[src/rtl/xts_pkg.sv]
// Shared types and constants for the XTS data-unit sequencer.
// The optional stall counter is enabled by defining XTS_PERF_EN.
package xts_pkg;

  localparam int BLK_W_DEF = 16;
  localparam int TWEAK_W = 128;

  typedef enum logic [2:0] {
    IDLE,
    LOAD,
    RUN,
    DRAIN,
    DONE
  } xts_state_t;

endpackage

[src/rtl/xts_credit_cnt.sv]
// In-flight block counter between AES issue and retire.
// Saturates at MAX and never underflows.
module xts_credit_cnt
  import xts_pkg::*;
#(
  parameter int MAX = 4,
  parameter int W = $clog2(MAX + 1)
) (
  input  logic clk,
  input  logic n_rst,
  input  logic inc,
  input  logic dec,
  input  logic clr,
  output logic full,
  output logic empty
);

  localparam logic [W-1:0] CMAX = W'(MAX);
  localparam logic [W-1:0] ONE = W'(1);

  logic [W-1:0] cnt;

  assign full = (cnt == CMAX);
  assign empty = (cnt == '0);

  always_ff @(posedge clk or negedge n_rst) begin
    if (!n_rst) begin
      cnt <= '0;
    end else if (clr) begin
      cnt <= '0;
    end else if (inc && !dec && !full) begin
      cnt <= cnt + ONE;
    end else if (dec && !inc && !empty) begin
      cnt <= cnt - ONE;
    end
  end

endmodule

[src/rtl/xts_seq_ctrl.sv]
// Sequencer for one XTS data unit: tweak strobes, AES credit, in-order retire.
// Define XTS_PERF_EN to add the stall_cnt performance counter output.
module xts_seq_ctrl
  import xts_pkg::*;
#(
  parameter int BLK_W = BLK_W_DEF,
  parameter int MAX_INFLIGHT = 4
) (
  input  logic               clk,
  input  logic               n_rst,
  input  logic               start,
  input  logic               abort,
  input  logic [TWEAK_W-1:0] tweak_in,
  input  logic [BLK_W-1:0]   num_blocks,
  input  logic               in_valid,
  output logic               in_ready,
  input  logic               res_valid,
  output logic               res_ready,
  output logic               out_valid,
  input  logic               out_ready,
  output logic               tk_ud,
  output logic               tk_read,
  output logic               tk_write,
  output logic [TWEAK_W-1:0] tweak_0,
  output logic               busy,
  output logic               done
`ifdef XTS_PERF_EN
  ,
  output logic [31:0]        stall_cnt
`endif
);

  localparam int INF_W = $clog2(MAX_INFLIGHT + 1);
  localparam logic [BLK_W-1:0] ONE = BLK_W'(1);

  xts_state_t state, nxt;

  logic [BLK_W-1:0] num;
  logic [BLK_W-1:0] issued;
  logic [BLK_W-1:0] retired;
  logic full, empty;
  logic active, kill;
  logic start_ok;
  logic iss_fire, ret_fire;

  assign busy = (state != IDLE);
  assign kill = abort && busy;
  assign active = (state == RUN) || (state == DRAIN);
  assign start_ok = (state == IDLE) && start && !abort;

  // Results are only legal while something is in flight.
  assign in_ready = (state == RUN) && !abort &&
                    (issued < num) && !full;
  assign out_valid = active && !abort && !empty && res_valid;
  assign res_ready = active && !abort && !empty && out_ready;

  assign iss_fire = in_valid && in_ready;
  assign ret_fire = res_valid && res_ready;

  assign tk_ud = (state == LOAD) && !abort;
  assign tk_read = iss_fire;
  assign tk_write = ret_fire;
  assign done = (state == DONE) && !abort;

  always_comb begin
    nxt = state;
    unique case (state)
      IDLE: begin
        if (start_ok) begin
          nxt = (num_blocks == '0) ? DONE : LOAD;
        end
      end
      LOAD: nxt = RUN;
      RUN: begin
        if (iss_fire && (issued + ONE == num)) begin
          nxt = DRAIN;
        end
      end
      DRAIN: begin
        if (ret_fire && (retired + ONE == num)) begin
          nxt = DONE;
        end
      end
      DONE: nxt = IDLE;
      default: nxt = IDLE;
    endcase
    if (kill) begin
      nxt = IDLE;
    end
  end

  always_ff @(posedge clk or negedge n_rst) begin
    if (!n_rst) begin
      state <= IDLE;
      num <= '0;
      tweak_0 <= '0;
      issued <= '0;
      retired <= '0;
    end else begin
      state <= nxt;
      if (start_ok) begin
        num <= num_blocks;
        tweak_0 <= tweak_in;
        issued <= '0;
        retired <= '0;
      end else if (kill) begin
        issued <= '0;
        retired <= '0;
      end else begin
        if (iss_fire) begin
          issued <= issued + ONE;
        end
        if (ret_fire) begin
          retired <= retired + ONE;
        end
      end
    end
  end

  xts_credit_cnt #(
    .MAX(MAX_INFLIGHT),
    .W  (INF_W)
  ) u_credit (
    .clk  (clk),
    .n_rst(n_rst),
    .inc  (iss_fire),
    .dec  (ret_fire),
    .clr  (start_ok || kill),
    .full (full),
    .empty(empty)
  );

`ifdef XTS_PERF_EN
  // Cycles where a ready block waits only on AES credit.
  always_ff @(posedge clk or negedge n_rst) begin
    if (!n_rst) begin
      stall_cnt <= '0;
    end else if (start_ok) begin
      stall_cnt <= '0;
    end else if ((state == RUN) && in_valid &&
                 (issued < num) && full &&
                 (stall_cnt != 32'hFFFF_FFFF)) begin
      stall_cnt <= stall_cnt + 32'd1;
    end
  end
`endif

endmodule

[config.mk]
export PLATFORM = sky130hd
export DESIGN_NAME = xts_seq_ctrl
export DESIGN_NICKNAME = d
export VERILOG_FILES = /design/src/rtl/xts_pkg.sv /design/src/rtl/xts_credit_cnt.sv /design/src/rtl/xts_seq_ctrl.sv
export SDC_FILE = /design/constraint.sdc
export NUM_CORES = 1
export LEC_CHECK = 0
export CORE_MARGIN = 4
export CORE_UTILIZATION = 50
export CTS_CLUSTER_DIAMETER = 100
export DETAILED_ROUTE_END_ITERATION = 8
export GPL_TIMING_DRIVEN = 1
export PLACE_DENSITY = 0.86
export SKIP_LAST_GASP = 1
export SLEW_MARGIN = 20
export SYNTH_ARGS = -nofsm -noshare
export SYNTH_HDL_FRONTEND = slang
export SYNTH_SLANG_ARGS = --single-unit
[constraint.sdc]
create_clock -name clk -period 5.2 [get_ports clk]
set_input_delay 1.04 -clock clk [delete_from_list [all_inputs] [get_ports clk]]
set_output_delay 1.04 -clock clk [all_outputs]
set_load 0.02 [all_outputs]
==> impl_metrics.yaml, run 1 <==
yosys:
  syn_inst: 739
  ys_ff_latch: 182
  synth_ff_type: "dfrtp_1"
  postSynthAreaPerCell_sq_um: 11.9
  netlist_area_sq_um: 8780
  synth_nets: 909
  yosysWarningCount: 0
  synthArstFlopShare_pct: 100
  synth_cell_types: 68
  synth_edf_count: 0
  seq_area_frac_synth_pct: 51.9
die:
  die_area_sq_um: 19700
  die_w_um: 141
  core_sq_um: 17200
  die_y_um: 141
  io_pins: 287
  rows: 48
  start_util_pct: 51.0
setup_path:
  r2r-start: "num[13]$_DFFE_PN0P_"
  path_cells: "clkdlybuf4s50_1 > nor4b_4 > o311ai_0 > a211oi_2 > and4_1 > clkdlybuf4s50_1"
  ff2ff_setup_slack_ps: 1850
  r2r_end: "issued[5]$_DFFE_PN0P_"
  cp-end-kind: "output pin"
  cpMostUsedCell: "clkdlybuf4s50_1"
  cp_num_buf_inv: 2
  critPathMaxStageDelay_ps: 660
  worstPathArrival_ps: 3510
  cp_top_family: "buffers and inverters"
  reg2reg_depth: 9
  worst-path-max-fanout: 7
  timing.setup.critical_path_class: "input pin to output pin"
  required_ps: 4160
  cpMaxStageDelayCell: "clkdlybuf4s50_1"
  startpoint_type: "input pin"
global_route:
  grt_pass1_vias: 7357
  grt_first_pass_wirelength_mm: 39.9
  grt_overflow: 0
  antenna_found_initial: 5
  grt_max_degree: 109
  grt_util_all_layers_pct: 25.9
sta:
  fin_crit_ps: 4550
  max_freq_ghz: 0.220
  fin_hold_ws_ps: 504
  setup_tns_ps: 0
  drv_slew: 0
  setup_viol_count_final: 0
  skew_ps: 10.2
  rsz0062_at_grt: "false"
  period_share_pct: 87.5
  max_slew.worst_pin.slew_ps: 1030
  slew_headroom_pct: 31.6
  hold_viol: 0
power:
  peakVddDrop_uv: 404
  finalPower_mw: 6.82
  power_density_nw_per_um2: 552
  pwr-share-seq_pct: 35.4
  comb_power_share_pct: 46.4
  leakage_nw: 5.26
  pwr-share-clk_pct: 18.2
  intPower_mw: 4.27
  p_sw_mw: 2.55
  switching_share_pct: 37.4
final_layout:
  utilization_pct: 71.7
  synthToLayoutAreaGrowth_pct: 40.8
  layout-drive-gt1-share_pct: 19.4
  nNetsFinal: 1175
  finalNonFillerCells: 1248
clock_network:
  cts_tree: "built"
  cts-resized-gates: 0
  cts_max_path_buffers: 2
  cts_buffers: 17
  clk_pin_slew_ps: 60
  cts_setup_buffers: 0
  hold_buffers: 0
  cts.sinks: 182
  cts_root_buffer: "clkbuf_16"
  htree_levels: 4
  clk_latency_ps: 420
detailed_routing:
  first_pass_iters: 4
  finalWirelength_mm: 25.5
  drtIter0Drc: 433
  viasPerCell: 5.54
  ant_nets: 0
  wire_per_inst_um: 20.4
  vias: 6920
  drc: 0
placed_design:
  dp_hpwl_mm: 19.1
  place_inst: 1211
  routabilityCongestion: 0.871
  portBuffers: 286
worst_hold_path:
  holdPathStages: 1
  hp-class: "flop to flop"
  min-delay-start: "tweak_0[116]$_DFFE_PN0P_"
  min_to: "tweak_0[116]$_DFFE_PN0P_"
flow_run:
  drv_cap: 0
outcome:
  status: "finished clean"
==> how the worst max path moves through the flow <==
| stage | from | to | slack, ps | cells after the start |
|---|---|---|---|---|
| 6_report | abort | tk_read | 650 | 6 |
| 5_1_grt | abort | tk_read | 500 | 6 |
| 4_1_cts | abort | tk_read | 670 | 6 |
| 3_3_place_gp | abort | tk_read | 730 | 6 |
| 3_5_place_dp | abort | tk_read | 660 | 6 |
| 2_1_floorplan | abort | tk_read | 2060 | 5 |
==> metal layers <==
metal  GRT usage [%]  share of wire, %  up-vias  wire, um
met1            28.7                36     3427      9260
met4            8.16               2.1        0       541
met5               0                 0        -         0
met2            45.1                52      249     13400
met3            10.8               9.3       37      2360
li1                -                 -     3207         -
==> state kept, by name (all words and copies together), names as in the netlist <==
name / flops
issued: 16
num: 16
retired: 16
state: 3
tweak_0: 128
u_credit.cnt: 3
==> synth_stat cells (all sizes together) (15+ instances only) <==
cell type    n  area [sq um]
nand3       16          85.1
xnor2       23           201
mux2       144          1620
o31ai       15           113
o21ai       48           240
inv         23          86.3
a21oi       18          90.1
ha          18           225
nand2       40           155
dfrtp      182          4550
clkbuf      31           123
nor2        33           124
==> cells by family after synthesis <==
family | Yosys count | synth area share (%)
DFF | 182 | 51.9
buffers and inverters | 68 | 3.29
adders and majority gates | 19 | 2.79
xor gates and xnor gates | 36 | 3.59
AOI/OAI and AO/OA | 124 | 9.18
muxes | 145 | 18.6
and+or+nand+nor | 165 | 10.7
==> final cells by class <==
cell class                      instances  area [sq um]
Inverter                               24          90.1
Clock inverter                         15           140
Clock buffer                           17           425
Tap cell                              225           282
Sequential cell                       182          4550
Antenna cell                            5          12.5
Timing Repair Buffer                  291          2910
Multi-Input combinational cell        489          3950
Fill cell                            1172          4870
==> per-stage QoR <==
step / instance area [sq um] / worst slack, ps
4_1_cts: 12400 / 665
2_1_floorplan: 8780 / 2060
6_report: 12400 / 649
3_3_place_gp: 11800 / 729
3_5_place_dp: 11800 / 663
5_1_grt: 12400 / 502
==> power by group through the flow <==
stage | registers, mW | clock network [mW] | logic [mW]
finish | 2.42 | 1.24 | 3.17
global route | 2.49 | 1.32 | 3.37
CTS | 2.42 | 1.26 | 3.19
detailed placement | 2.43 | 0 | 3.16
global placement | 2.39 | 0 | 3.11
floorplan | 2.99 | 0 | 1.02
==> placed cells by master, fill, tap and decap left out, types with 11 or more instances in the layout <==
cell and instances:
nor4_1 11, xor2_1 13, mux2_2 144, o31ai_1 15
nand3_1 15, inv_1 23, o21ai_0 46, clkdlybuf4s50_1 285
dfrtp_1 182, ha_1 18, clkbuf_16 17, nand2_1 37
a21oi_1 18, nor2_1 33, xnor2_1 23, nand4_1 11
Note: power is estimated with default switching activity, not from simulation.
==> run 2: changes to the inputs <==
--- a/config.mk
+++ b/config.mk
@@ -10,7 +10,7 @@
 export CTS_CLUSTER_DIAMETER = 100
 export DETAILED_ROUTE_END_ITERATION = 8
 export GPL_TIMING_DRIVEN = 1
-export PLACE_DENSITY = 0.86
+export PLACE_DENSITY = 0.89
 export SKIP_LAST_GASP = 1
 export SLEW_MARGIN = 20
 export SYNTH_ARGS = -nofsm -noshare
==> impl_metrics.yaml, run 2 (synthesis gave the netlist of run 1 again) <==
outcome:
  status: "finished clean"
sta:
  period_share_pct: 88.6
  max_freq_ghz: 0.217
  setup_tns_ps: 0
  hold_viol: 0
  drv_slew: 0
  fin_crit_ps: 4610
  skew_ps: 18.9
  rsz0062_at_grt: "false"
  setup_viol_count_final: 0
  slew_headroom_pct: 31.7
  fin_hold_ws_ps: 506
  max_slew.worst_pin.slew_ps: 1020
clock_network:
  cts-resized-gates: 0
  clk_latency_ps: 430
  clk_pin_slew_ps: 70
  cts_buffers: 17
  cts_max_path_buffers: 2
  cts_root_buffer: "clkbuf_16"
  cts_tree: "built"
  htree_levels: 4
  hold_buffers: 0
  cts.sinks: 182
  cts_setup_buffers: 0
global_route:
  grt_pass1_vias: 7387
  antenna_found_initial: 5
  grt_max_degree: 145
  grt_overflow: 0
  grt_util_all_layers_pct: 26.4
  grt_first_pass_wirelength_mm: 40.6
flow_run:
  drv_cap: 0
power:
  peakVddDrop_uv: 390
  power_density_nw_per_um2: 558
  leakage_nw: 5.29
setup_path:
  ff2ff_setup_slack_ps: 1870
  cp-end-kind: "output pin"
  critPathLaunch: "abort"
  startpoint_type: "input pin"
  required_ps: 4160
  r2r_end: "issued[9]$_DFFE_PN0P_"
  timing.setup.critical_path_class: "input pin to output pin"
  worst-path-max-fanout: 7
  reg2reg_depth: 9
  r2r-start: "num[13]$_DFFE_PN0P_"
  worstPathArrival_ps: 3570
die:
  die_w_um: 141
  die_area_sq_um: 19700
  start_util_pct: 51.0
  die_y_um: 141
  io_pins: 287
  rows: 48
  core_sq_um: 17200
final_layout:
  final_cell_mix: "clkdlybuf4s50_1 (285), dfrtp_1 (182), mux2_2 (144)"
  layout-drive-gt1-share_pct: 19.3
  largest-register: "tweak_0"
  layout_commonest_cell: "clkdlybuf4s50_1"
  synthToLayoutAreaGrowth_pct: 41.2
  largest_register_ffs: 128
  nNetsFinal: 1174
worst_hold_path:
  min_to: "tweak_0[4]$_DFFE_PN0P_"
  holdPathStages: 1
  hp-class: "flop to flop"
  min-delay-start: "tweak_0[4]$_DFFE_PN0P_"
detailed_routing:
  drc: 0
  drtIter0Drc: 432
  vias: 7021
  finalWirelength_mm: 26.0
  ant_nets: 0
  wire_per_inst_um: 20.9
  viasPerCell: 5.64
  first_pass_iters: 6
placed_design:
  dp_hpwl_mm: 18.9
  routabilityCongestion: 0.868
  portBuffers: 286
## run 2: stage by stage
step / total power [mW] / std cells / utilization [%] / setup WS (ps) / cell area, sq um
6_report: 6.92 / 1245 / 71.9 / 591 / 12400
5_1_grt: 7.29 / 1245 / 71.9 / 430 / 12400
4_1_cts: 6.96 / 1242 / 71.9 / 617 / 12400
3_5_place_dp: 5.60 / 1210 / 68.4 / 611 / 11800
3_3_place_gp: 5.49 / 1210 / 68.4 / 730 / 11800
2_1_floorplan: 4.01 / 739 / - / 2060 / 8780
## run 2: cell type report
type	instances	area [sq um]
Inverter	24	90.1
Fill cell	1147	4840
Tap cell	225	282
Clock buffer	18	439
Clock inverter	14	159
Antenna cell	3	7.51
Sequential cell	182	4550
Timing Repair Buffer	290	2920
Multi-Input combinational cell	489	3950
## run 2: worst max-delay path by stage
stage,end,cells after the start
final,tk_read,6
after global routing,tk_read,6
after CTS,tk_read,6
after detailed placement,tk_read,6
after global placement,tk_read,6
after floorplan,tk_read,5
## run 2: metal layers
| metal | global-route usage [%] | part of all wire (%) |
|---|---|---|
| met4 | 8.47 | 2.3 |
| met2 | 45.4 | 52 |
| met3 | 10.8 | 8.8 |
| met1 | 30.2 | 37 |
| met5 | 0 | 0.13 |
## run 2: power breakdown
part	switching, mW	total, mW	internal [mW]
Sequential	0.415	2.42	2.00
Clock	0.610	1.31	0.701
Combinational	1.55	3.19	1.64
## run 2: critical path, cell delays in order
cell	delay, ps
clkdlybuf4s50_1	560
nor4b_4	390
o311ai_0	230
a211oi_2	250
and4_1	420
clkdlybuf4s50_1	670
==> run 3: changes to the inputs <==
--- a/config.mk
+++ b/config.mk
@@ -5,7 +5,6 @@
 export SDC_FILE = /design/constraint.sdc
 export NUM_CORES = 1
 export LEC_CHECK = 0
-export CORE_MARGIN = 4
 export CORE_UTILIZATION = 50
 export CTS_CLUSTER_DIAMETER = 100
 export DETAILED_ROUTE_END_ITERATION = 8
==> impl_metrics.yaml, run 3 (synthesis gave the netlist of run 1 again) <==
worst_hold_path:
  min-delay-start: "tweak_0[46]$_DFFE_PN0P_"
  hp-class: "flop to flop"
die:
  die_y_um: 135
  io_pins: 287
  rows: 48
  start_util_pct: 51.0
  core_sq_um: 17200
  die_w_um: 135
  die_area_sq_um: 18100
flow_run:
  drv_cap: 0
sta:
  hold_viol: 0
  skew_ps: 14.4
  max_freq_ghz: 0.222
  setup_tns_ps: 0
  fin_crit_ps: 4510
  setup_viol_count_final: 0
  period_share_pct: 86.7
  max_slew.worst_pin.slew_ps: 1090
  slew_headroom_pct: 27.2
  rsz0062_at_grt: "false"
  drv_slew: 0
  setup_ws_ps: 693
final_layout:
  utilization_pct: 71.8
  layout-drive-gt1-share_pct: 19.3
  finalNonFillerCells: 1244
  layout_commonest_cell: "clkdlybuf4s50_1"
  final_cell_mix: "clkdlybuf4s50_1 (285), dfrtp_1 (182), mux2_2 (144)"
  nNetsFinal: 1175
  largest_register_ffs: 128
  synthToLayoutAreaGrowth_pct: 40.9
  largest-register: "tweak_0"
global_route:
  grt_max_degree: 145
  grt_util_all_layers_pct: 29.5
  grt_pass1_vias: 7387
  grt_overflow: 0
  grt_first_pass_wirelength_mm: 40.4
  antenna_found_initial: 2
detailed_routing:
  vias: 7171
  finalWirelength_mm: 26.0
  first_pass_iters: 5
  ant_nets: 0
  wire_per_inst_um: 20.9
  viasPerCell: 5.76
  drc: 0
  drtIter0Drc: 475
setup_path:
  worstPathArrival_ps: 3470
  timing.setup.critical_path_class: "input pin to output pin"
  worst-path-max-fanout: 7
  critPathLaunch: "abort"
  startpoint_type: "input pin"
  required_ps: 4160
  cp-end-kind: "output pin"
  r2r-start: "num[13]$_DFFE_PN0P_"
clock_network:
  htree_levels: 4
  cts.sinks: 182
  cts-resized-gates: 0
  clk_latency_ps: 430
  cts_max_path_buffers: 2
  cts_buffers: 17
  cts_setup_buffers: 0
  clk_pin_slew_ps: 70
  hold_buffers: 0
  cts_root_buffer: "clkbuf_16"
  cts_tree: "built"
power:
  intPower_mw: 4.33
  peakVddDrop_uv: 382
  power_density_nw_per_um2: 559
  comb_power_share_pct: 46.0
  pwr-share-seq_pct: 35.1
  finalPower_mw: 6.92
  leakage_nw: 5.28
  pwr-share-clk_pct: 18.9
  switching_share_pct: 37.4
  p_sw_mw: 2.59
placed_design:
  dp_hpwl_mm: 18.5
  routabilityCongestion: 0.856
  place_inst: 1211
  dp_slack_ps: 716
  portBuffers: 286
outcome:
  status: "finished clean"
## run 3: cell types whose count changed in the layout (fill, tap and decap cells not counted), sizes merged
| cell | before | now |
|---|---|---|
| inv | 32 | 31 |
| diode | 3 | 2 |
| clkinvlp | 0 | 1 |
## run 3: worst max-delay path, cell delays in order
cell and delay (ps):
clkdlybuf4s50_1 560, nor4b_4 360, o311ai_0 230, a211oi_2 240, and4_1 390, clkdlybuf4s50_1 660
## run 3: path summary, 6_finish.rpt
check	to	slack, ps	depth (start not counted)
min in group asynchronous	retired[14]$_DFFE_PN0P_	700	1
setup / recovery	tk_read	690	6
max in group asynchronous	tweak_0[108]$_DFFE_PN0P_	3390	2
hold / removal	tweak_0[46]$_DFFE_PN0P_	500	1
setup reg to reg	issued[8]$_DFFE_PN0P_	1580	9
hold reg to reg	tweak_0[46]$_DFFE_PN0P_	500	1
## run 3: per-layer routing
layer	vias to the layer above	routed length, um	global-route usage [%]
li1	3210	-	-
met1	3589	9550	33.7
met2	312	13100	49.7
met3	60	2390	10.8
met4	0	926	13.0
met5	-	0	0
## run 3: stage by stage
stage	area (sq um)	hold slack [ps]
finish	12400	505
global route	12400	518
detailed placement	11800	492
CTS	12400	507
global placement	11800	486
floorplan	8780	468
## run 3: cell type report
| type | count | area [sq um] |
|---|---|---|
| Antenna cell | 2 | 5.00 |
| Sequential cell | 182 | 4550 |
| Clock buffer | 17 | 425 |
| Inverter | 24 | 90.1 |
| Multi-Input combinational cell | 489 | 3950 |
| Clock inverter | 14 | 159 |
| Timing Repair Buffer | 291 | 2920 |
| Tap cell | 225 | 282 |
| Fill cell | 1156 | 4860 |
## run 3: power by group through the flow
| stage | Clock, mW | Combinational [mW] | Sequential (mW) |
|---|---|---|---|
| 5_1_grt | 1.37 | 3.36 | 2.50 |
| 2_1_floorplan | 0 | 1.02 | 2.99 |
| 6_report | 1.30 | 3.18 | 2.43 |
| 3_5_place_dp | 0 | 3.14 | 2.43 |
| 4_1_cts | 1.32 | 3.18 | 2.42 |
| 3_3_place_gp | 0 | 3.08 | 2.38 |
